<file path="src/rtl/note_recorder_pkg.sv">
`default_nettype none
// +--------------------------------------------------------------------------+
// | note_recorder_pkg: FSM states, octave/duration classes, melody code table |
// | Revision: 1.0                                                             |
// +--------------------------------------------------------------------------+
package note_recorder_pkg;

  typedef enum logic [1:0] {
    ST_IDLE  = 2'd0,
    ST_ARMED = 2'd1,
    ST_HOLD  = 2'd2,
    ST_GAP   = 2'd3
  } state_t;

  typedef enum logic [1:0] {
    OCT_MID  = 2'd0,
    OCT_LOW  = 2'd1,
    OCT_HIGH = 2'd2
  } octave_t;

  typedef enum logic [1:0] {
    DUR_8TH  = 2'd0,
    DUR_4TH  = 2'd1,
    DUR_16TH = 2'd2
  } dur_t;

  localparam logic [5:0] REST = 6'd0;

  localparam logic [5:0] BASE_MID_8TH  = 6'd0;
  localparam logic [5:0] BASE_MID_4TH  = 6'd7;
  localparam logic [5:0] BASE_MID_16TH = 6'd14;
  localparam logic [5:0] BASE_LOW_8TH  = 6'd21;
  localparam logic [5:0] BASE_LOW_4TH  = 6'd28;
  localparam logic [5:0] BASE_LOW_16TH = 6'd35;
  localparam logic [5:0] BASE_HI_8TH   = 6'd42;
  localparam logic [5:0] BASE_HI_4TH   = 6'd49;
  localparam logic [5:0] BASE_HI_16TH  = 6'd56;

  function automatic logic [5:0] code_base(input octave_t oct, input dur_t dur);
    logic [5:0] b;
    b = BASE_MID_8TH;
    case (oct)
      OCT_LOW:  b = (dur == DUR_4TH) ? BASE_LOW_4TH : (dur == DUR_16TH) ? BASE_LOW_16TH : BASE_LOW_8TH;
      OCT_HIGH: b = (dur == DUR_4TH) ? BASE_HI_4TH  : (dur == DUR_16TH) ? BASE_HI_16TH  : BASE_HI_8TH;
      default:  b = (dur == DUR_4TH) ? BASE_MID_4TH : (dur == DUR_16TH) ? BASE_MID_16TH : BASE_MID_8TH;
    endcase
    return b;
  endfunction

  // Highest set key bit is the lowest note; do (bit 6) maps to 1, si (bit 0) to 7.
  function automatic logic [2:0] key_to_note(input logic [6:0] k);
    logic [2:0] n;
    n = 3'd0;
    for (int i = 0; i < 7; i++) begin
      if (k[i]) n = 3'(7 - i);
    end
    return n;
  endfunction

  function automatic octave_t sel_octave(input logic hi, input logic lo);
    octave_t o;
    o = OCT_MID;
    if (hi && !lo) o = OCT_HIGH;
    else if (lo && !hi) o = OCT_LOW;
    return o;
  endfunction

endpackage
`default_nettype wire

</file>
<file path="src/rtl/note_recorder_encoder.sv">
`default_nettype none
// +--------------------------------------------------------------------------+
// | note_encoder: (note index, octave, duration class) -> 6-bit melody code   |
// | Revision: 1.0                                                             |
// +--------------------------------------------------------------------------+
module note_encoder
  import note_recorder_pkg::*;
(
  input  logic [2:0] note,
  input  octave_t    octave,
  input  dur_t       dur,
  output logic [5:0] code
);

  assign code = code_base(octave, dur) + {3'b000, note};

endmodule
`default_nettype wire

</file>
<file path="src/rtl/note_recorder.sv">
`default_nettype none
// +--------------------------------------------------------------------------+
// | note_recorder: turns key presses and gaps into a buffered melody stream   |
// | Revision: 1.0                                                             |
// +--------------------------------------------------------------------------+
module note_recorder
  import note_recorder_pkg::*;
#(
  parameter int TICK_16   = 12_500_000,
  parameter int MAX_NOTES = 64,
  parameter int LEN_W     = 7
) (
  input  logic             clk,
  input  logic             rst_n,
  input  logic             rec_en,
  input  logic [6:0]       keys,
  input  logic             is_high,
  input  logic             is_low,
  input  logic [LEN_W-1:0] rd_idx,
  output logic [5:0]       rd_code,
  output logic             code_vld,
  output logic [5:0]       code_out,
  output logic [LEN_W-1:0] length,
  output logic             full,
  output logic             recording
);

  localparam int ADDR_W = $clog2(MAX_NOTES);
  localparam int H_MAX  = 3 * TICK_16;
  localparam int H_W    = $clog2(H_MAX + 1);
  localparam int G_LAST = 2 * TICK_16 - 1;
  localparam int G_W    = (G_LAST > 0) ? $clog2(G_LAST + 1) : 1;
  localparam logic [H_W:0] LIM_16TH = (H_W + 1)'(H_MAX);

  state_t           r_state, w_state_nxt;
  logic             r_rec_en_d;
  logic [2:0]       r_note;
  octave_t          r_oct;
  logic [H_W-1:0]   r_hold;
  logic [G_W-1:0]   r_gap;
  logic [5:0]       r_mem [MAX_NOTES];

  logic [2:0]       w_new_note;
  logic             w_key_active;
  dur_t             w_dur;
  logic [5:0]       w_note_code;
  logic [5:0]       w_append_code;
  logic             w_append, w_append_rest, w_latch, w_hold_inc;
  logic             w_gap_clr, w_gap_inc, w_len_clr, w_wr_en;

  assign w_new_note   = key_to_note(keys);
  assign w_key_active = |keys;

  // Saturated hold count stays at H_MAX, which still classifies as a quarter note.
  always_comb begin
    w_dur = DUR_4TH;
    if ({r_hold, 1'b0} < LIM_16TH)   w_dur = DUR_16TH;
    else if (r_hold < H_W'(H_MAX))    w_dur = DUR_8TH;
  end

  note_encoder u_encoder (
    .note   (r_note),
    .octave (r_oct),
    .dur    (w_dur),
    .code   (w_note_code)
  );

  assign w_append_code = w_append_rest ? REST : w_note_code;

  always_ff @(posedge clk) begin
    if (!rst_n) begin
      r_state    <= ST_IDLE;
      r_rec_en_d <= 1'b0;
    end else begin
      r_state    <= w_state_nxt;
      r_rec_en_d <= rec_en;
    end
  end

  always_comb begin
    w_state_nxt   = r_state;
    w_append      = 1'b0;
    w_append_rest = 1'b0;
    w_latch       = 1'b0;
    w_hold_inc    = 1'b0;
    w_gap_clr     = 1'b0;
    w_gap_inc     = 1'b0;
    w_len_clr     = 1'b0;
    if (!rec_en) begin
      w_append    = (r_state == ST_HOLD);
      w_state_nxt = ST_IDLE;
    end else begin
      case (r_state)
        ST_IDLE: begin
          if (!r_rec_en_d) begin
            w_state_nxt = ST_ARMED;
            w_len_clr   = 1'b1;
          end
        end
        ST_ARMED: begin
          if (w_key_active) begin
            w_state_nxt = ST_HOLD;
            w_latch     = 1'b1;
          end
        end
        ST_HOLD: begin
          if (!w_key_active) begin
            w_append    = 1'b1;
            w_gap_clr   = 1'b1;
            w_state_nxt = ST_GAP;
          end else if (w_new_note != r_note) begin
            w_append = 1'b1;
            w_latch  = 1'b1;
          end else begin
            w_hold_inc = 1'b1;
          end
        end
        ST_GAP: begin
          if (w_key_active) begin
            w_state_nxt = ST_HOLD;
            w_latch     = 1'b1;
          end else if (r_gap == G_W'(G_LAST)) begin
            w_append      = 1'b1;
            w_append_rest = 1'b1;
            w_gap_clr     = 1'b1;
          end else begin
            w_gap_inc = 1'b1;
          end
        end
        default: w_state_nxt = ST_IDLE;
      endcase
    end
  end

  assign full      = (length == LEN_W'(MAX_NOTES));
  assign recording = (r_state != ST_IDLE);
  assign w_wr_en   = rst_n && w_append && !full;

  always_ff @(posedge clk) begin
    if (!rst_n) begin
      r_note   <= 3'd0;
      r_oct    <= OCT_MID;
      r_hold   <= '0;
      r_gap    <= '0;
      length   <= '0;
      code_vld <= 1'b0;
      code_out <= 6'd0;
    end else begin
      if (w_latch) begin
        r_note <= w_new_note;
        r_oct  <= sel_octave(is_high, is_low);
        r_hold <= H_W'(1);
      end else if (w_hold_inc && (r_hold < H_W'(H_MAX))) begin
        r_hold <= r_hold + H_W'(1);
      end
      if (w_gap_clr)      r_gap <= '0;
      else if (w_gap_inc) r_gap <= r_gap + G_W'(1);
      code_vld <= w_wr_en;
      if (w_wr_en) code_out <= w_append_code;
      if (w_len_clr)    length <= '0;
      else if (w_wr_en) length <= length + LEN_W'(1);
    end
  end

  // Buffer kept free of reset so it maps onto block/distributed RAM.
  always_ff @(posedge clk) begin
    if (w_wr_en) r_mem[length[ADDR_W-1:0]] <= w_append_code;
    if (!rst_n) rd_code <= 6'd0;
    else if (rd_idx < LEN_W'(MAX_NOTES)) rd_code <= r_mem[rd_idx[ADDR_W-1:0]];
  end

endmodule
`default_nettype wire
</file>
<file path="config.mk">
export PLATFORM = sky130hd
export DESIGN_NAME = note_recorder
export DESIGN_NICKNAME = d
export VERILOG_FILES = /design/src/rtl/note_recorder_pkg.sv /design/src/rtl/note_recorder_encoder.sv /design/src/rtl/note_recorder.sv
export SDC_FILE = /design/constraint.sdc
export NUM_CORES = 1
export LEC_CHECK = 0
export CORE_MARGIN = 2
export CORE_UTILIZATION = 40
export DETAILED_ROUTE_END_ITERATION = 10
export GPL_TIMING_DRIVEN = 0
export PLACE_DENSITY_LB_ADDON = 0.1
export SLEW_MARGIN = 20
export SYNTH_ARGS = -nofsm -noshare
export SYNTH_HDL_FRONTEND = slang
export SYNTH_SLANG_ARGS = --single-unit
</file>
<file path="constraint.sdc">
create_clock -name clk -period 6.9 [get_ports clk]
set_clock_uncertainty 0.15 [all_clocks]
set_input_delay 1.035 -clock clk [delete_from_list [all_inputs] [get_ports clk]]
set_output_delay 1.035 -clock clk [all_outputs]
set_load 0.1 [all_outputs]
</file>
==> impl_metrics.csv, run 1 <==
group,metric,value,unit
status,status,"finished, final reports clean",
finish,area_growth,16.59,%
synthesis,synth_area_per_cell,15.93,sq um
setup_path,rr_startpoint,"r_gap[6]",
power_and_ir_drop,p_total,5.895,mW
floorplanning,rows,79,
min_path,hp-class,"reg2reg",
setup_path,critPathArrivalTime,5.43,ns
place,gp_congestion,0.8297,
routing,wl_per_cell,23.29,um
timing,drv_slew,0,
clock_tree,clockRootBuffer,"clkbuf_16",
setup_path,path_cells,"clkdlybuf4s50_1 > nor4_1 > nand3_1 > or4_1 > a211oi_1 > o21ai_2 > inv_2 > nand4_1 > nor2_1",
clock_tree,clock_sinks,463,
setup_path,path_max_fanout,9,
synthesis,synthAdderAreaFrac,0.006968,
clock_tree,clk_pin_slew,0.06,ns
clock_tree,h-tree-depth,2,
job,cap_viol_max_count,0,
power_and_ir_drop,pwr-share-comb,0.052,
setup_path,rrSetupSlack,2.34,ns
global_route,overflow,0,
setup_path,cp-end-kind,"flop",
power_and_ir_drop,p_switching,1.285,mW
setup_path,reg2regPathDepth,9,
setup_path,worstSetupEndpoint,"r_mem[4][3]",
global_route,antenna_found_initial,1,
finish,layout_common_cells,"edfxtp_1, nor2_1, mux4_2",
setup_path,cp.required,6.96,ns
clock_tree,cts_tree,"built",
timing,rsz0062_at_grt,"no",
place,dp_hpwl,31030,um
floorplanning,io_pins,41,
timing,finalSetupViolations,0,
clock_tree,clock_latency,0.58,ns
routing,vias,10890,
synthesis,syn_area,0.01903,sq mm
finish,final_nets,1336,
finish,fin_area,0.02219,sq mm
setup_path,startpoint_type,"primary input",
timing,fin_crit,5.369,ns
floorplanning,start_util,0.4071,
routing,avgViaCountPerCell,5.581,
synthesis,netlist.area_leader.share,0.6058,
finish,antenna_cells,0,
synthesis,synthSimpleGateAreaFrac,0.09703,
power_and_ir_drop,pwr-share-seq,0.514,
synthesis,synthXorXnorAreaFrac,0.02209,
clock_tree,cts_resized,0,
floorplanning,die_area,0.04934,sq mm
setup_path,path_buf_inv,2,
setup_path,slowest_delay,0.85,ns
timing,worst_pin_slew,1.066,ns
synthesis,synth_top_family_by_area,"multiplexers",
synthesis,ys_warn_count,0,
timing,fmax,186.3,MHz
timing,hold_viol,0,
setup_path,crit_cells,9,
power_and_ir_drop,power_frac_clock,0.434,
place,dp_worst_setup_slack,0.9493,ns
routing,wl,45470,um
synthesis,ys_top_cells_by_area,"edfxtp_1, mux4_2, dfxtp_1",
synthesis,synth_top_area_cell,"edfxtp_1",
synthesis,synth-edff-count,384,
setup_path,startpoint,"keys[3]",
synthesis,synthesis.instances,1195,
routing,drt_first_iter_violations,752,
routing,final_antenna_net_count,0,
timing,fin_ws,1.531,ns
clock_tree,cts_buffers,49,
setup_path,slowest_stage,"nor4_1",
routing,drcViolationCount,0,
floorplanning,die_h,222.1,um
clock_tree,clk_path_buf_depth,3,
power_and_ir_drop,p_int,4.610,mW
power_and_ir_drop,ir_drop,0.0001767,V
timing,whs,0.3082,ns
setup_path,r2r-end,"r_mem[4][3]",
finish,instances_no_fill,1952,
clock_tree,post_cts_buffers,0,
finish,drive_gt1_frac,0.1822,
finish,final_common_cell,"edfxtp_1",
power_and_ir_drop,p_leak,6.897,nW
setup_path,critical-path-top-delay-family,"simple AND/OR/NAND/NOR gates",
synthesis,synth_seq_area_share,0.6889,
floorplanning,coreArea,0.04675,sq mm
synthesis,syn-num-nets,1224,
global_route,grt_pass1_vias,10830,
synthesis,synth-compound-area-share,0.05062,
clock_tree,cts.hold.buffers_added,0,
routing,drtPass1Iterations,7,
place,port_buffers,38,
timing,max_slew_margin,0.2831,
place,place_area,0.02064,sq mm
power_and_ir_drop,powerDensity,265.6,mW/mm^2
setup_path,worst-setup-path-type,"in2reg",
global_route,grt_usage,0.1865,
floorplanning,die_w,222.1,um
synthesis,synth.distinct_cells,66,
finish,utilization,0.4746,
timing,fin_crit_sh,0.7781,
synthesis,ys_async_sr_fraction,0,
global_route,grt_pass1_wl,68500,um
global_route,grt_max_degree,65,
place,dpl.cell_count,1863,
synthesis,synth_seq_cells,463,
synthesis,muxShareOfSynthArea,0.1157,
power_and_ir_drop,swShare,0.2179,
timing,fin_setup_tns,0,ns
synthesis,synth_ff_type,"edfxtp_1",
tightest hold or removal path, cell delays in order (launching register included):
cell and delay (ns):
dfxtp_1 0.31, nand2_1 0.05, a21oi_1 0.05
layout make-up:
type | instances | area, sq um
Multi-Input combinational cell | 646 | 5714
Buffer | 66 | 281.5
Inverter | 20 | 75.07
Fill cell | 4038 | 24560
Sequential cell | 463 | 13110
Tap cell | 607 | 759.5
Clock buffer | 64 | 1334
Clock inverter | 25 | 211.5
Timing Repair Buffer | 61 | 703.2
state kept, by name (all words and copies together), names as in the netlist:
register	cells
r_mem	384
r_hold	26
r_gap	25
length	7
code_out	6
rd_code	6
r_note	3
r_oct	2
r_state	2
code_vld	1
r_rec_en_d	1
metal layers:
metal | vias up | wire (um) | part of all wire | global-route usage
met5 | - | 0 | 0 | 0
met4 | 0 | 1096 | 0.024 | 0.05820
met3 | 67 | 2225 | 0.049 | 0.03048
met2 | 293 | 20560 | 0.45 | 0.2833
met1 | 5578 | 21580 | 0.47 | 0.2755
li1 | 4956 | - | - | -
power by group through the flow:
stage	clock [mW]	sequential (mW)	combinational, mW
5_1_grt	2.72	3.03	0.330
3_5_place_dp	0	3.09	0.310
6_report	2.56	3.03	0.306
2_1_floorplan	0	3.12	0.158
4_1_cts	2.61	3.03	0.310
3_3_place_gp	0	3.10	0.284
cell usage after synthesis (7+ instances only):
| library cell | number |
|---|---|
| a22oi_1 | 24 |
| o22ai_1 | 7 |
| o21ai_0 | 17 |
| nand4_1 | 18 |
| nor3_1 | 33 |
| edfxtp_1 | 384 |
| a22o_1 | 12 |
| buf_1 | 13 |
| and3_1 | 14 |
| nand2_1 | 54 |
| a221oi_1 | 14 |
| inv_1 | 19 |
| nor2_1 | 108 |
| xor2_1 | 15 |
| ha_1 | 9 |
| or3_1 | 11 |
| nand3_1 | 30 |
| a21oi_1 | 36 |
| and2_1 | 7 |
| clkbuf_1 | 46 |
| dfxtp_1 | 79 |
| mux4_2 | 96 |
| xnor2_1 | 33 |
| nor4_1 | 22 |
how the worst min path moves through the flow:
stage           startpoint           to  slack, ns  depth (start not counted)
6_report       code_out[1]  code_out[1]       0.31                          2
5_1_grt        code_out[1]  code_out[1]       0.33                          2
4_1_cts        code_out[1]  code_out[1]       0.31                          2
3_5_place_dp   code_out[1]  code_out[1]       0.30                          2
3_3_place_gp   code_out[0]  code_out[0]       0.31                          2
2_1_floorplan     r_oct[1]     r_oct[1]       0.30                          2
cell families after synthesis:
family / after synthesis
and+or+nand+nor: 349
buffers and inverters: 86
adders and majority gates: 10
muxes: 100
AOI/OAI and AO/OA: 139
DFF: 463
xor gates and xnor gates: 48
(Power assumes the default switching activity.)
==> inputs of run 2 (changes only) <==
==> constraint.sdc (replaced) <==
create_clock -name clk -period 4.7 [get_ports clk]
set_clock_uncertainty 0.15 [all_clocks]
set_input_delay 0.705 -clock clk [delete_from_list [all_inputs] [get_ports clk]]
set_output_delay 0.705 -clock clk [all_outputs]
set_load 0.1 [all_outputs]
==> impl_metrics.csv, run 2 (same netlist as run 1, synthesis figures left out) <==
group,metric,value,unit
timing,fin_ws,0.2627,ns
power_and_ir_drop,pwr-share-seq,0.507,
floorplanning,die_area,0.04934,sq mm
setup_path,rr_startpoint,"r_hold[14]",
routing,vias,10890,
setup_path,startpoint,"keys[6]",
power_and_ir_drop,p_leak,6.944,nW
routing,drt_first_iter_violations,869,
setup_path,slowest_delay,0.64,ns
setup_path,path_max_fanout,8,
place,dp_worst_setup_slack,-0.9679,ns
clock_tree,clk_pin_slew,0.06,ns
place,dp_hpwl,30960,um
timing,fin_crit,4.437,ns
place,port_buffers,38,
power_and_ir_drop,pwr-share-comb,0.052,
global_route,antenna_found_initial,1,
floorplanning,start_util,0.4071,
clock_tree,clock_latency,0.60,ns
setup_path,worst-setup-path-type,"in2reg",
min_path,hp-start,"code_out[1]",
timing,drv_slew,0,
finish,layout_common_cells,"edfxtp_1, mux4_2, nor2_1",
power_and_ir_drop,p_total,8.785,mW
power_and_ir_drop,swShare,0.2189,
power_and_ir_drop,ir_drop,0.0002290,V
place,dpl.cell_count,1862,
timing,worst_pin_slew,1.027,ns
timing,fmax,225.4,MHz
global_route,grt_max_degree,66,
place,place_area,0.02067,sq mm
clock_tree,clock_sinks,463,
setup_path,path_cells,"clkdlybuf4s50_1 > nor3_1 > nand3_1 > or4_1 > a211oi_1 > o21ai_2 > or3_1 > clkbuf_1 > nor2_1",
routing,avgViaCountPerCell,5.556,
setup_path,slowest_stage,"or4_1",
floorplanning,coreArea,0.04675,sq mm
timing,whs,0.3071,ns
global_route,overflow,0,
floorplanning,io_pins,41,
job,cap_viol_max_count,0,
routing,drcViolationCount,0,
global_route,grt_pass1_wl,68590,um
power_and_ir_drop,power_frac_clock,0.442,
power_and_ir_drop,p_switching,1.923,mW
timing,max_slew_margin,0.3133,
setup_path,path_buf_inv,2,
finish,fin_area,0.02244,sq mm
setup_path,worstSetupEndpoint,"r_mem[11][2]",
floorplanning,rows,79,
place,gp_congestion,0.8084,
setup_path,critical-path-top-delay-family,"simple AND/OR/NAND/NOR gates",
floorplanning,die_h,222.1,um
global_route,grt_usage,0.1865,
routing,wl_per_cell,23.22,um
timing,fin_crit_sh,0.9441,
finish,instances_no_fill,1959,
clock_tree,h-tree-depth,2,
setup_path,crit_cells,9,
floorplanning,die_w,222.1,um
routing,wl,45490,um
finish,utilization,0.4799,
setup_path,startpoint_type,"primary input",
min_path,hp-class,"reg2reg",
timing,rsz0062_at_grt,"no",
setup_path,critPathArrivalTime,4.51,ns
global_route,grt_pass1_vias,10960,
setup_path,cp-end-kind,"flop",
power_and_ir_drop,powerDensity,391.6,mW/mm^2
routing,drtPass1Iterations,7,
clock_tree,cts_buffers,49,
finish,drive_gt1_frac,0.2027,
setup_path,reg2regPathDepth,17,
timing,finalSetupViolations,0,
setup_path,cp.required,4.78,ns
power_and_ir_drop,p_int,6.861,mW
routing,final_antenna_net_count,0,
setup_path,rrSetupSlack,0.28,ns
setup_path,r2r-end,"r_mem[45][4]",
finish,largest_reg_flops,384,
clock_tree,clk_path_buf_depth,3,
clock_tree,cts_tree,"built",
timing,hold_viol,0,
finish,final_common_cell,"edfxtp_1",
timing,fin_setup_tns,0,ns
clock_tree,clockRootBuffer,"clkbuf_16",
finish,antenna_cells,0,
clock_tree,cts.hold.buffers_added,0,
finish,final_nets,1342,
finish,area_growth,17.87,%
status,status,"finished, final reports clean",
-- run 2: cell count changes in the layout (fill, tap and decap cells not counted), moves of 3 or more --
| cell | change |
|---|---|
| nor2_2 | +24 |
| clkinv_2 | -8 |
| buf_8 | +4 |
| nor2_1 | -24 |
| clkinv_1 | +4 |
| clkinvlp_4 | +3 |
-- run 2: area by class of cell --
class                           count  area, sq um
Buffer                             66        281.5
Clock buffer                       62         1306
Clock inverter                     28        297.8
Fill cell                        4034        24320
Inverter                           20        75.07
Multi-Input combinational cell    646         5809
Sequential cell                   463        13110
Tap cell                          607        759.5
Timing Repair Buffer               67        793.3
-- run 2: how the worst min path moves through the flow --
| stage | end | slack (ns) | depth (start not counted) |
|---|---|---|---|
| after global placement | code_out[1] | 0.31 | 2 |
| after CTS | code_out[1] | 0.31 | 2 |
| after global routing | code_out[1] | 0.33 | 2 |
| after floorplan | r_oct[1] | 0.30 | 2 |
| final | code_out[1] | 0.31 | 2 |
| after detailed placement | code_out[1] | 0.30 | 2 |
-- run 2: routing by layer --
metal / wire (um) / part of all wire / global-route usage
met1: 21000 / 0.46 / 0.2707
met2: 20950 / 0.46 / 0.2894
met3: 2480 / 0.055 / 0.02915
met4: 1064 / 0.023 / 0.05929
met5: 0 / 0 / 0
-- run 2: repair_timing --
item,4_1_cts,5_1_grt
pin swaps,1,4
setup buffers,1,6
endpoints found under the setup margin,197,224
endpoints found under the hold margin,0,0
gates resized for setup,12,15
-- run 2: power groups by stage --
stage	combinational, mW	clock [mW]	sequential (mW)
finish	0.455	3.88	4.45
global route	0.487	4.13	4.45
CTS	0.454	3.97	4.45
detailed placement	0.453	0	4.54
global placement	0.417	0	4.55
floorplan	0.233	0	4.57
-- run 2: worst min-delay path, cell delays in order, from the launching register on --
cell	delay (ns)
dfxtp_1	0.31
nand2_1	0.05
a21oi_1	0.05
